--- config.mk ---
export PLATFORM = sky130hd
export DESIGN_NAME = instr_encoder
export DESIGN_NICKNAME = d
export VERILOG_FILES = /design/src/rtl/instr_encoder.sv
export SDC_FILE = /design/constraint.sdc
export NUM_CORES = 1
export LEC_CHECK = 0
export ABC_AREA = 1
export ABC_CLOCK_PERIOD_IN_PS = 2200
export BUFFER_PORTS_ARGS = -buffer_cell sky130_fd_sc_hd__buf_4
export CAP_MARGIN = 30
export CORE_UTILIZATION = 50
export CTS_CLUSTER_SIZE = 24
export DETAILED_ROUTE_END_ITERATION = 8
export PLACE_DENSITY = 0.82
export SLEW_MARGIN = 20
export SYNTH_ARGS = -nofsm -noshare
export SYNTH_HDL_FRONTEND = slang
export SYNTH_SLANG_ARGS = --single-unit
--- constraint.sdc ---
create_clock -name clk -period 2.2 [get_ports clk]
set_clock_uncertainty 0.1 [all_clocks]
set_input_delay 0.44 -clock clk [delete_from_list [all_inputs] [get_ports clk]]
set_output_delay 0.44 -clock clk [all_outputs]
set_load 0.03 [all_outputs]
--- src/rtl/instr_encoder.sv ---
// ---------------------------------------------------------------------------
// instr_encoder
//   Program loader / instruction encoder. Field-level instruction requests
//   arrive over a valid/ready handshake. Each request is encoded into a
//   32-bit word using the CPU opcode map. The words are written to
//   consecutive imem byte addresses, starting from a base address.
//
// Ports
//   clk, reset_n                : clock (rising edge), async active-low reset
//   start, base_addr            : begin a program at base_addr
//   req_valid / req_ready       : request handshake
//   req_op, req_rs, req_rt, req_rd, req_funct, req_imm, req_target, req_last
//                               : request fields
//   imem_we, imem_addr, imem_wdata : one-cycle instruction-memory write
//   busy, done                  : activity flag and end-of-program pulse
//   err, err_code               : sticky error (01 illegal op, 10 overflow)
//   count                       : words written since start
// ---------------------------------------------------------------------------
module instr_encoder #(
    parameter int ADDR_W    = 32,
    parameter int MAX_WORDS = 1024,
    parameter int CNT_W     = 16
) (
    input  logic              clk,
    input  logic              reset_n,
    input  logic              start,
    input  logic [ADDR_W-1:0] base_addr,
    input  logic              req_valid,
    output logic              req_ready,
    input  logic [3:0]        req_op,
    input  logic [4:0]        req_rs,
    input  logic [4:0]        req_rt,
    input  logic [4:0]        req_rd,
    input  logic [5:0]        req_funct,
    input  logic [15:0]       req_imm,
    input  logic [25:0]       req_target,
    input  logic              req_last,
    output logic              imem_we,
    output logic [ADDR_W-1:0] imem_addr,
    output logic [31:0]       imem_wdata,
    output logic              busy,
    output logic              done,
    output logic              err,
    output logic [1:0]        err_code,
    output logic [CNT_W-1:0]  count
);

    typedef enum logic [2:0] {
        S_IDLE,
        S_ACCEPT,
        S_WRITE,
        S_DONE,
        S_ERROR
    } state_t;

    localparam logic [5:0] FUNCT_JR = 6'b000111;

    state_t            r_state;
    logic [ADDR_W-1:0] r_addr;
    logic [31:0]       r_wdata;
    logic              r_last;
    logic [CNT_W-1:0]  r_count;
    logic              r_we;
    logic              r_ready;
    logic              r_busy;
    logic              r_done;
    logic              r_err;
    logic [1:0]        r_err_code;

    logic              w_illegal;
    logic              w_overflow;
    logic [31:0]       w_enc;

    // Map a request to its machine word; shamt and unused fields stay zero.
    function automatic logic [31:0] encode(
        input logic [3:0]  op,
        input logic [4:0]  rs,
        input logic [4:0]  rt,
        input logic [4:0]  rd,
        input logic [5:0]  funct,
        input logic [15:0] imm,
        input logic [25:0] target
    );
        logic [31:0] word;
        word = 32'd0;
        case (op)
            4'd0:    word = {6'b000000, rs, rt, rd, 5'b00000, funct};
            4'd1:    word = {6'b000000, rs, 15'b0, FUNCT_JR};
            4'd2:    word = {6'b000001, rs, rt, imm};
            4'd3:    word = {6'b000010, rs, rt, imm};
            4'd4:    word = {6'b000011, rs, rt, imm};
            4'd5:    word = {6'b000100, rs, rt, imm};
            4'd6:    word = {6'b000101, rs, rt, imm};
            4'd7:    word = {6'b001001, rs, rt, imm};
            4'd8:    word = {6'b000111, target};
            4'd9:    word = {6'b001000, target};
            default: word = 32'd0;
        endcase
        return word;
    endfunction

    // An RTYPE carrying the JR function code would decode as JR, so reject it.
    assign w_illegal  = (req_op > 4'd9) || ((req_op == 4'd0) && (req_funct == FUNCT_JR));
    assign w_overflow = (r_count == CNT_W'(MAX_WORDS)) && !req_last;
    assign w_enc      = encode(req_op, req_rs, req_rt, req_rd, req_funct, req_imm, req_target);

    always_ff @(posedge clk or negedge reset_n) begin
        if (!reset_n) begin
            r_state    <= S_IDLE;
            r_addr     <= '0;
            r_wdata    <= '0;
            r_last     <= 1'b0;
            r_count    <= '0;
            r_we       <= 1'b0;
            r_ready    <= 1'b0;
            r_busy     <= 1'b0;
            r_done     <= 1'b0;
            r_err      <= 1'b0;
            r_err_code <= 2'b00;
        end else begin
            // Write strobe and done are single-cycle pulses.
            r_we   <= 1'b0;
            r_done <= 1'b0;
            case (r_state)
                S_IDLE, S_DONE, S_ERROR: begin
                    if (start) begin
                        r_state    <= S_ACCEPT;
                        r_addr     <= base_addr;
                        r_count    <= '0;
                        r_err      <= 1'b0;
                        r_err_code <= 2'b00;
                        r_ready    <= 1'b1;
                        r_busy     <= 1'b1;
                    end else if (r_state == S_DONE) begin
                        r_state <= S_IDLE;
                    end
                end
                S_ACCEPT: begin
                    if (req_valid) begin
                        r_ready <= 1'b0;
                        if (w_illegal) begin
                            r_state    <= S_ERROR;
                            r_busy     <= 1'b0;
                            r_err      <= 1'b1;
                            r_err_code <= 2'b01;
                        end else if (w_overflow) begin
                            r_state    <= S_ERROR;
                            r_busy     <= 1'b0;
                            r_err      <= 1'b1;
                            r_err_code <= 2'b10;
                        end else begin
                            r_state <= S_WRITE;
                            r_wdata <= w_enc;
                            r_last  <= req_last;
                            r_we    <= 1'b1;
                        end
                    end
                end
                S_WRITE: begin
                    // Address wraps naturally at 2^ADDR_W.
                    r_addr  <= r_addr + ADDR_W'(4);
                    r_count <= r_count + CNT_W'(1);
                    if (r_last) begin
                        r_state <= S_DONE;
                        r_done  <= 1'b1;
                        r_busy  <= 1'b0;
                    end else begin
                        r_state <= S_ACCEPT;
                        r_ready <= 1'b1;
                    end
                end
                default: r_state <= S_IDLE;
            endcase
        end
    end

    assign req_ready  = r_ready;
    assign imem_we    = r_we;
    assign imem_addr  = r_addr;
    assign imem_wdata = r_wdata;
    assign busy       = r_busy;
    assign done       = r_done;
    assign err        = r_err;
    assign err_code   = r_err_code;
    assign count      = r_count;

endmodule
==> impl_metrics.csv, run 1 <==
group,metric,value,unit
setup_path,required,2.34,ns
floorplanning,die_h,104.1,µm
yosys,netlist_area,5212,µm²
setup_path,critPathCaptureType,"register",
yosys,avgSynthCellArea,7.044,µm²
setup_path,timing.critical_path.slowest_cell_delay,0.44,ns
cts,path_clk_slew,0.08,ns
route,firstDrtPassIters,5,
layout,nets,1035,
setup_path,rrSetupSlack,0.16,ns
grt,grt_usage,0.2958,
timing,hold_viol_final,0,
route,routed_wl,15690,µm
timing,slew_violations,0,
timing,min_period,2.037,ns
pwr,pwr-share-seq,0.339,
cts,htree_levels,3,
placed_design,place_congestion,0.9263,
timing,fin_hold_ws,0.1902,ns
cts,clock_path_buffers,2,
pwr,ir_worst_vdd,608.4,µV
pwr,p_comb_frac,0.523,
cts,clock-sinks,89,
floorplanning,row_count,36,
setup_path,arrival,2.18,ns
floorplanning,dieArea,10840,µm²
run_status,status,"finished, final reports clean",
yosys,postSynthRegisterBits,89,
setup_path,cp_max_fo,5,
grt,grt_pass1_vias,5443,
route,wl_per_cell,14.72,µm
grt,antenna_found_initial,0,
pwr,pwr-share-clk,0.138,
timing,setup_viol,0,
route,vias_per_cell,5.346,
timing,fmax,490.8,MHz
cts,cts_buffers,9,
setup_path,worstPathCellList,"ha_1 > nand3_1 > nor3_1 > nand2_1 > nor2_1 > nand3_1 > nand3_1 > nand2_1",
route,drt-initial-drc-count,291,
yosys,synth-seq-area-share,0.4273,
yosys,yosys_warnings,0,
timing,setup-tns-final,0,ns
pwr,switching_share,0.4830,
layout,antennaDiodeCount,0,
setup_path,crit_slowest_cell,"dfrtp_1",
setup_path,cp_num_buf_inv,0,
pwr,internal_power,4.445,mW
route,route.detailed.drc,0,
layout,area_growth_syn_to_layout,33.39,%
setup_path,crit_top_cell,"nand3_1",
setup_path,worst-setup-path-type,"register to register",
grt,grt_overflow,0,
placed_design,dp_hpwl,12160,µm
grt,grt_max_degree,39,
cts,cts_tree,"yes",
job,maxCapViolations,0,
min_path,min_path_type,"primary input to register",
grt,grt_pass1_wl,25700,µm
timing,rsz0062_at_grt,"yes",
yosys,synth_cells,740,
route,ant_nets,0,
pwr,p_leak,3.577,nW
floorplanning,design.core.area,9955,µm²
layout,drive_above_1_share,0.2454,
timing,layout_setup_ws,0.1625,ns
floorplanning,start_util,0.5236,
setup_path,crit_family,"simple AND/OR/NAND/NOR gates",
timing,fin_crit_sh,0.9261,
pwr,p_sw,4.152,mW
cts,cts_resized,0,
floorplanning,die_x,104.1,µm
yosys,ys_types,44,
cts,cts_root_buf,"clkbuf_8",
placed_design,portBuffers,188,
route,vias,5699,
pwr,finalPower,8.597,mW
cts,clk_latency,0.35,ns
setup_path,startpoint_type,"register",
placed_design,place_ws,0.1544,ns
pwr,powerDensity,1236,nW/µm²
floorplanning,ioPinCount,191,
logic make-up (layout without fill, tap and decap cells):
family | count (synthesis) | in the layout | synth area share
fa+ha+maj | 3 | 3 | 0.007202
mux | 2 | 2 | 0.003841
xor+xnor | 4 | 4 | 0.006722
buf+inv | 90 | 282 | 0.07705
flops | 89 | 89 | 0.4273
compound gates | 84 | 84 | 0.09650
simple gates | 467 | 467 | 0.3807
other cells | 1 | 2 | 0.0007194
metal layers:
layer  global-route usage  share of wire  wire length, µm  vias to the layer above
li1                     -              -                -                     2758
met1               0.3723           0.40             6320                     2639
met2               0.4986           0.49             7678                      271
met3              0.05952          0.086             1342                       31
met4               0.1184          0.022              347                        0
met5                    0              0                0                        -
power by group through the flow:
stage                     logic (mW)  registers, mW  clock network (mW)
final                           4.50           2.91                1.19
after global routing            4.87           3.00                1.25
after CTS                       4.51           2.89                1.20
after detailed placement        4.51           2.90                   0
after global placement          4.37           2.90                   0
after floorplan                 1.81           3.90                   0
path summary, 6_finish.rpt:
kind | start | endpoint | depth (start not counted)
min | base_addr[0] | imem_addr[0] | 3
max in group asynchronous | reset_n | imem_we | 3
max | imem_addr[3] | imem_addr[26] | 8
min in group asynchronous | reset_n | count[9] | 2
max reg2reg | imem_addr[3] | imem_addr[26] | 8
min reg2reg | imem_addr[1] | imem_addr[1] | 2
area by class of cell:
type / count / area, µm²
clock inverters: 2 / 35.03
well taps: 133 / 166.4
flip-flops and latches: 89 / 2227
clock buffers: 14 / 172.7
multi-input cells: 562 / 2587
fillers: 839 / 3002
inverters: 66 / 247.7
repair buffers: 200 / 1516
placed cells by master (no fill, tap or decap), types with 2 or more instances in the layout:
cell	count
a21oi_1	11
a22o_1	9
a31oi_1	2
buf_4	198
clkbuf_1	2
clkbuf_8	12
conb_1	2
dfrtp_1	89
ha_1	3
inv_1	58
inv_2	7
mux2i_1	2
nand2_1	298
nand3_1	66
nand3b_1	3
nand4_1	8
nor2_1	58
nor3_1	19
nor4_1	2
o211ai_1	10
o21ai_0	39
o21ai_1	4
o21bai_1	2
o22ai_1	3
or2_0	2
xnor2_1	2
xor2_1	2
timing repair:
| item | 4_1_cts | 5_1_grt |
|---|---|---|
| hold buffers | 1 | 0 |
| setup endpoints to repair | 0 | 2 |
| endpoints found under the hold margin | 24 | 0 |
| buffers inserted | 0 | 0 |
synthesized netlist by cell type (all sizes together):
library cell / number / area (µm²)
a21boi: 1 / 7.510
a21oi: 11 / 55.05
a22o: 9 / 78.83
a31oi: 2 / 12.51
and2: 1 / 6.260
buf: 17 / 127.6
clkbuf: 7 / 26.28
clkinv: 1 / 3.750
conb: 1 / 3.750
dfrtp: 89 / 2227
ha: 3 / 37.54
inv: 65 / 244.0
mux2i: 2 / 20.02
nand2: 300 / 1136
nand3: 67 / 340.3
nand3b: 3 / 22.52
nand4: 9 / 71.32
nor2: 60 / 249.0
nor3: 21 / 121.4
nor4: 2 / 12.51
o211ai: 10 / 75.07
o21a: 1 / 7.510
o21ai: 43 / 215.2
o21bai: 2 / 15.01
o221ai: 1 / 8.760
o22ai: 3 / 18.77
o311ai: 1 / 8.760
or2: 4 / 25.03
xnor2: 2 / 17.52
xor2: 2 / 17.52
stage by stage:
step	cell area (µm²)	utilization	instances
6_report	6953	0.6985	1066
5_1_grt	6953	0.6985	1066
3_5_place_dp	6735	0.6766	1049
4_1_cts	6953	0.6985	1066
2_1_floorplan	5216	-	741
3_3_place_gp	6735	0.6766	1049
state kept, by name, summed over array words and instances (netlist names):
register / count
imem_addr: 32
done: 1
req_ready: 1
busy: 1
err: 1
imem_we: 1
imem_wdata: 30
count: 16
r_last: 1
r_state: 3
err_code: 2
worst min-delay path, stage by stage:
cell and delay, ns:
buf_4 0.07, nand2_1 0.04, nand2_1 0.05
No activity file was read; power rests on OpenSTA's default activity.
==> run 2: changes to the inputs <==
--- a/config.mk
+++ b/config.mk
@@ -5,14 +5,13 @@
 export SDC_FILE = /design/constraint.sdc
 export NUM_CORES = 1
 export LEC_CHECK = 0
-export ABC_AREA = 1
 export ABC_CLOCK_PERIOD_IN_PS = 2200
 export BUFFER_PORTS_ARGS = -buffer_cell sky130_fd_sc_hd__buf_4
 export CAP_MARGIN = 30
 export CORE_UTILIZATION = 50
 export CTS_CLUSTER_SIZE = 24
 export DETAILED_ROUTE_END_ITERATION = 8
-export PLACE_DENSITY = 0.82
+export PLACE_DENSITY = 0.83
 export SLEW_MARGIN = 20
 export SYNTH_ARGS = -nofsm -noshare
 export SYNTH_HDL_FRONTEND = slang
==> impl_metrics.csv, run 2 <==
group,metric,value,unit
setup_path,critPathCaptureType,"register",
floorplanning,die_x,101.4,µm
placed_design,portBuffers,188,
grt,grt_pass1_vias,5074,
setup_path,crit_start,"r_state[0]",
floorplanning,design.core.area,9415,µm²
timing,fin_crit_sh,0.9466,
setup_path,r2r_cells,5,
yosys,postSynthRegisterBits,89,
yosys,yosys-top-cells-count,"nand2_1 (104), dfrtp_1 (89), o21ai_0 (62), nand3_1 (34), nor2_1 (27)",
layout,final_cell_mix,"buf_4 (211), nand2_1 (104), dfrtp_1 (87)",
setup_path,regToRegEndpoint,"imem_addr[17]",
layout,register_area,2230,µm²
route,vias,5183,
placed_design,place_congestion,0.8814,
floorplanning,start_util,0.5250,
layout,postLayoutCoreUtil,0.7231,
timing,slew_violations,0,
layout,area_growth_syn_to_layout,37.71,%
pwr,p_leak,3.218,nW
layout,final_common_cell,"buf_4",
yosys,synth.largest_area_cell,"dfrtp_1",
setup_path,cp_max_fo,11,
floorplanning,ioPinCount,191,
route,wl_met3,1035,µm
placed_design,place_ws,0.04249,ns
yosys,synth-seq-area-share,0.4505,
route,drt-initial-drc-count,266,
yosys,ys_types,64,
yosys,synth_ff_type,"dfrtp_1",
timing,rsz0062_at_grt,"no",
grt,grt_overflow,0,
route,ant_nets,0,
route,wl_met2,7300,µm
route,routed_wl,14630,µm
grt,grt_max_degree,59,
timing,fmax,480.2,MHz
yosys,synth_cells,570,
placed_design,dp_hpwl,11110,µm
yosys,synth-edff-count,0,
layout,multi_input_area,2492,µm²
floorplanning,die_h,101.4,µm
cts,htree_levels,3,
cts,clock-sinks,89,
yosys,yosys_warnings,0,
cts,path_clk_slew,0.10,ns
yosys,netlist_area,4943,µm²
timing,setup_viol,0,
pwr,finalPower,8.232,mW
setup_path,worst-setup-path-type,"register to register",
route,wl_per_cell,16.40,µm
route,top_layer_used,"met4",
yosys,async_reset_ff_frac,1.000,
run_status,status,"finished, final reports clean",
timing,fin_hold_ws,0.1768,ns
setup_path,r2r-start,"r_state[0]",
setup_path,rrSetupSlack,0.12,ns
setup_path,required,2.40,ns
setup_path,startpoint_type,"register",
route,vias_per_cell,5.811,
cts,clock_path_buffers,2,
grt,grt_pass1_wl,23730,µm
timing,layout_setup_ws,0.1174,ns
pwr,powerDensity,1209,nW/µm²
grt,grt_usage,0.2934,
floorplanning,dieArea,10290,µm²
yosys,synth_most_common_cell,"nand2_1",
layout,largest_reg_flops,32,
layout,drive_above_1_share,0.3342,
yosys,avgSynthCellArea,8.673,µm²
timing,hold_viol_final,0,
job,maxCapViolations,0,
timing,setup-tns-final,0,ns
layout,nets,865,
yosys,synth_area_leaders,"dfrtp_1 (45%), nand2_1 (7.9%), o21ai_0 (6.3%)",
setup_path,setup.worst_path.end,"imem_addr[17]",
cts,post_cts_buffers,0,
route,met1Wirelength,5884,µm
pwr,ir_worst_vdd,560.0,µV
min_path,min_path_type,"primary input to register",
cts,cts_buffers,9,
floorplanning,row_count,35,
timing,min_period,2.083,ns
setup_path,arrival,2.28,ns
grt,antenna_found_initial,0,
yosys,netlist.area_leader.share,0.4505,
cts,cts_tree,"yes",
layout,nFillCells,727,
layout,antennaDiodeCount,0,
cts,clk_latency,0.35,ns
route,route.detailed.drc,0,
cts,cts_root_buf,"clkbuf_8",
route,firstDrtPassIters,6,
[run 2: cell types whose count changed after synthesis, moves of 11 or more]
| cell | before | now |
|---|---|---|
| nand2_1 | 298 | 104 |
| inv_1 | 58 | 12 |
| nand3_1 | 66 | 34 |
| nor2_1 | 58 | 27 |
| o21ai_0 | 39 | 62 |
| a31oi_1 | 2 | 19 |
| clkbuf_1 | 7 | 24 |
| a21oi_1 | 11 | 26 |
| nor3_1 | 19 | 6 |
| a22oi_1 | 0 | 11 |
| o311ai_0 | 0 | 11 |
[run 2: worst min path at each step]
stage | slack (ns) | depth (start not counted) | end | startpoint
finish | 0.18 | 3 | imem_addr[7] | base_addr[7]
CTS | 0.17 | 3 | imem_addr[7] | base_addr[7]
detailed placement | 0.31 | 1 | count[12] | reset_n
global placement | 0.31 | 1 | count[14] | reset_n
global route | 0.17 | 3 | imem_addr[7] | base_addr[7]
floorplan | 0.04 | 0 | busy | reset_n
[run 2: critical path: stages (launching register included)]
cell and delay (ns):
dfrtp_1 0.50, or3b_1 0.43, or3_1 0.54, nor2b_2 0.17
mux2i_1 0.20, a21o_1 0.10
[run 2: what timing repair did]
action                                  4_1_cts  5_1_grt
gates resized for setup                       0        3
hold buffers                                  1        0
endpoints found under the setup margin        0        4
endpoints found under the hold margin        31        0
[run 2: area by class of cell]
| type | instances | share of cell area |
|---|---|---|
| clock buffers | 10 | 0.02022 |
| inverters | 12 | 0.006616 |
| flip-flops and latches | 89 | 0.3275 |
| repair buffers | 216 | 0.2459 |
| well taps | 129 | 0.02371 |
| clock inverters | 6 | 0.009925 |
| multi-input cells | 430 | 0.3661 |
[run 2: metal layers]
metal | vias up | track usage
li1 | 2453 | -
met1 | 2467 | 0.3649
met2 | 229 | 0.5034
met3 | 34 | 0.06142
met4 | 0 | 0.1093
met5 | - | 0
[run 2: cell families after synthesis]
family | count (synthesis) | share of synthesized area
compound gates | 167 | 0.2119
xor+xnor | 8 | 0.01417
fa+ha+maj | 4 | 0.009619
buf+inv | 52 | 0.05087
flops | 89 | 0.4505
mux | 10 | 0.02101
other cells | 1 | 0.0007586
simple gates | 239 | 0.2412
[run 2: per-stage QoR]
step / std cells / area (µm²)
floorplan: 571 / 4950
global placement: 875 / 6583
detailed placement: 875 / 6583
CTS: 892 / 6798
global route: 892 / 6808
finish: 892 / 6808
[run 2: report_power, final]
group / leakage (nW) / total (mW) / internal (mW) / switching [mW]
clock: 0.0985 / 1.15 / 0.558 / 0.592
combinational: 1.97 / 4.18 / 1.61 / 2.57
sequential: 1.15 / 2.90 / 2.25 / 0.652
total: 3.22 / 8.23 / 4.42 / 3.81
==> run 3: changes to the inputs <==
--- a/config.mk
+++ b/config.mk
@@ -12,6 +12,7 @@
 export CTS_CLUSTER_SIZE = 24
 export DETAILED_ROUTE_END_ITERATION = 8
 export PLACE_DENSITY = 0.83
+export REMOVE_ABC_BUFFERS = 1
 export SLEW_MARGIN = 20
 export SYNTH_ARGS = -nofsm -noshare
 export SYNTH_HDL_FRONTEND = slang
==> impl_metrics.csv, run 3 (synthesis results as in run 2) <==
group,metric,value,unit
floorplanning,start_util,0.5250,
grt,antenna_found_initial,0,
layout,area_growth_syn_to_layout,38.52,%
timing,worst_pin_slew,0.5127,ns
route,vias_per_cell,5.744,
setup_path,worst-setup-path-type,"register to register",
layout,final_common_cell,"buf_4",
setup_path,startpoint_type,"register",
cts,htree_levels,3,
route,wl_per_cell,16.09,µm
floorplanning,ioPinCount,191,
pwr,pwr-share-clk,0.151,
floorplanning,dieArea,10290,µm²
grt,grt_pass1_wl,22830,µm
pwr,powerDensity,1224,nW/µm²
floorplanning,row_count,35,
floorplanning,die_h,101.4,µm
timing,rsz0062_at_grt,"no",
route,vias,5170,
cts,cts_tree,"yes",
setup_path,worstPathCellList,"nand3_1 > nor2_1 > nand2_2 > or4_2 > nand3_1",
timing,hold_viol_final,0,
min_path,min_path_type,"primary input to register",
layout,drive_above_1_share,0.3372,
setup_path,timing.critical_path.slowest_cell_delay,0.65,ns
route,firstDrtPassIters,5,
pwr,switching_share,0.4569,
placed_design,dp_hpwl,10980,µm
timing,slew_violations,0,
placed_design,portBuffers,188,
layout,largest_reg_flops,32,
job,maxCapViolations,0,
cts,clk_latency,0.36,ns
layout,final_cell_mix,"buf_4 (221), nand2_1 (103), dfrtp_1 (89)",
timing,setup-tns-final,0,ns
cts,clock_path_buffers,2,
cts,cts_root_buf,"clkbuf_8",
placed_design,place_congestion,0.9298,
layout,nets,873,
cts,path_clk_slew,0.10,ns
grt,grt_usage,0.2842,
grt,grt_pass1_vias,4869,
timing,setup_viol,0,
timing,fmax,480.3,MHz
floorplanning,design.core.area,9415,µm²
setup_path,required,2.39,ns
pwr,ir_worst_vdd,777.7,µV
route,drt-initial-drc-count,359,
cts,cts_buffers,9,
floorplanning,die_x,101.4,µm
timing,min_period,2.082,ns
timing,fin_crit_sh,0.9464,
grt,grt_overflow,0,
setup_path,cp_num_buf_inv,0,
setup_path,crit_top_cell,"nand3_1",
setup_path,arrival,2.27,ns
run_status,status,"finished, final reports clean",
pwr,p_leak,3.257,nW
timing,layout_setup_ws,0.1180,ns
pwr,finalPower,8.378,mW
setup_path,critPathCaptureType,"register",
route,routed_wl,14480,µm
pwr,internal_power,4.550,mW
setup_path,crit_slowest_cell,"or4_2",
pwr,p_comb_frac,0.508,
pwr,pwr-share-seq,0.341,
grt,grt_max_degree,50,
setup_path,crit_family,"simple AND/OR/NAND/NOR gates",
setup_path,cp_max_fo,8,
timing,max-slew-margin-rel,0.6570,
cts,clock-sinks,89,
route,route.detailed.drc,0,
route,ant_nets,0,
placed_design,place_ws,0.02287,ns
pwr,p_sw,3.828,mW
layout,antennaDiodeCount,0,
run 3: cell types whose count changed in the layout (fill, tap and decap cells not counted), sizes merged:
cell | previous run | this run
inv | 12 | 14
bufinv | 1 | 2
clkinv | 3 | 2
buf | 215 | 223
clkinvlp | 2 | 1
clkbuf | 10 | 9
run 3: worst paths after layout:
check                          startpoint             end  slack, ns  cells after the start
setup / recovery             imem_addr[6]   imem_addr[14]       0.12                      5
hold / removal               base_addr[0]    imem_addr[0]       0.17                      3
max in group asynchronous         reset_n    imem_addr[7]       0.89                      3
min in group asynchronous         reset_n  imem_wdata[29]       0.48                      2
setup reg to reg             imem_addr[6]   imem_addr[14]       0.12                      5
hold reg to reg            imem_wdata[20]  imem_wdata[20]       0.39                      2
run 3: power by group through the flow:
stage	Sequential (mW)	Clock (mW)	Combinational, mW
after floorplan	3.94	0	1.25
after global placement	2.84	0	4.14
after detailed placement	2.87	0	4.25
after CTS	2.85	1.29	4.26
after global routing	2.95	1.34	4.58
final	2.86	1.26	4.25
run 3: metrics by stage:
| stage | cell area, µm² | hold WS, ns | utilization | instances |
|---|---|---|---|---|
| after global placement | 6595 | 0.3015 | 0.7005 | 882 |
| after global routing | 6848 | 0.1792 | 0.7273 | 900 |
| final | 6848 | 0.1716 | 0.7273 | 900 |
| after CTS | 6832 | 0.1627 | 0.7256 | 899 |
| after detailed placement | 6595 | 0.2994 | 0.7005 | 882 |
| after floorplan | 4741 | 0.04441 | - | 531 |
run 3: worst register-to-register path: stages, from the launching register on:
cell,delay [ns]
dfrtp_1,0.47
nand3_1,0.27
nor2_1,0.24
nand2_2,0.18
or4_2,0.65
nand3_1,0.11
run 3: cell type report:
type	count	area [µm²]
Clock inverter	7	102.6
Multi-Input combinational cell	430	2487
Tap cell	129	161.4
Sequential cell	89	2227
Timing Repair Buffer	224	1700
Clock buffer	9	123.9
Fill cell	732	2567
Inverter	12	45.04
run 3: timing repair:
action / CTS / global route
setup buffers: 0 / 1
hold buffers: 1 / 0
setup endpoints to repair: 0 / 22
hold endpoints to repair: 29 / 0
gates resized for setup: 0 / 3
run 3: routing by layer:
metal / GRT usage / wire [µm] / vias up
li1: - / - / 2472
met2: 0.4715 / 7195 / 205
met5: 0 / 0 / -
met1: 0.3699 / 6073 / 2460
met3: 0.02968 / 830 / 33
met4: 0.1483 / 378 / 0
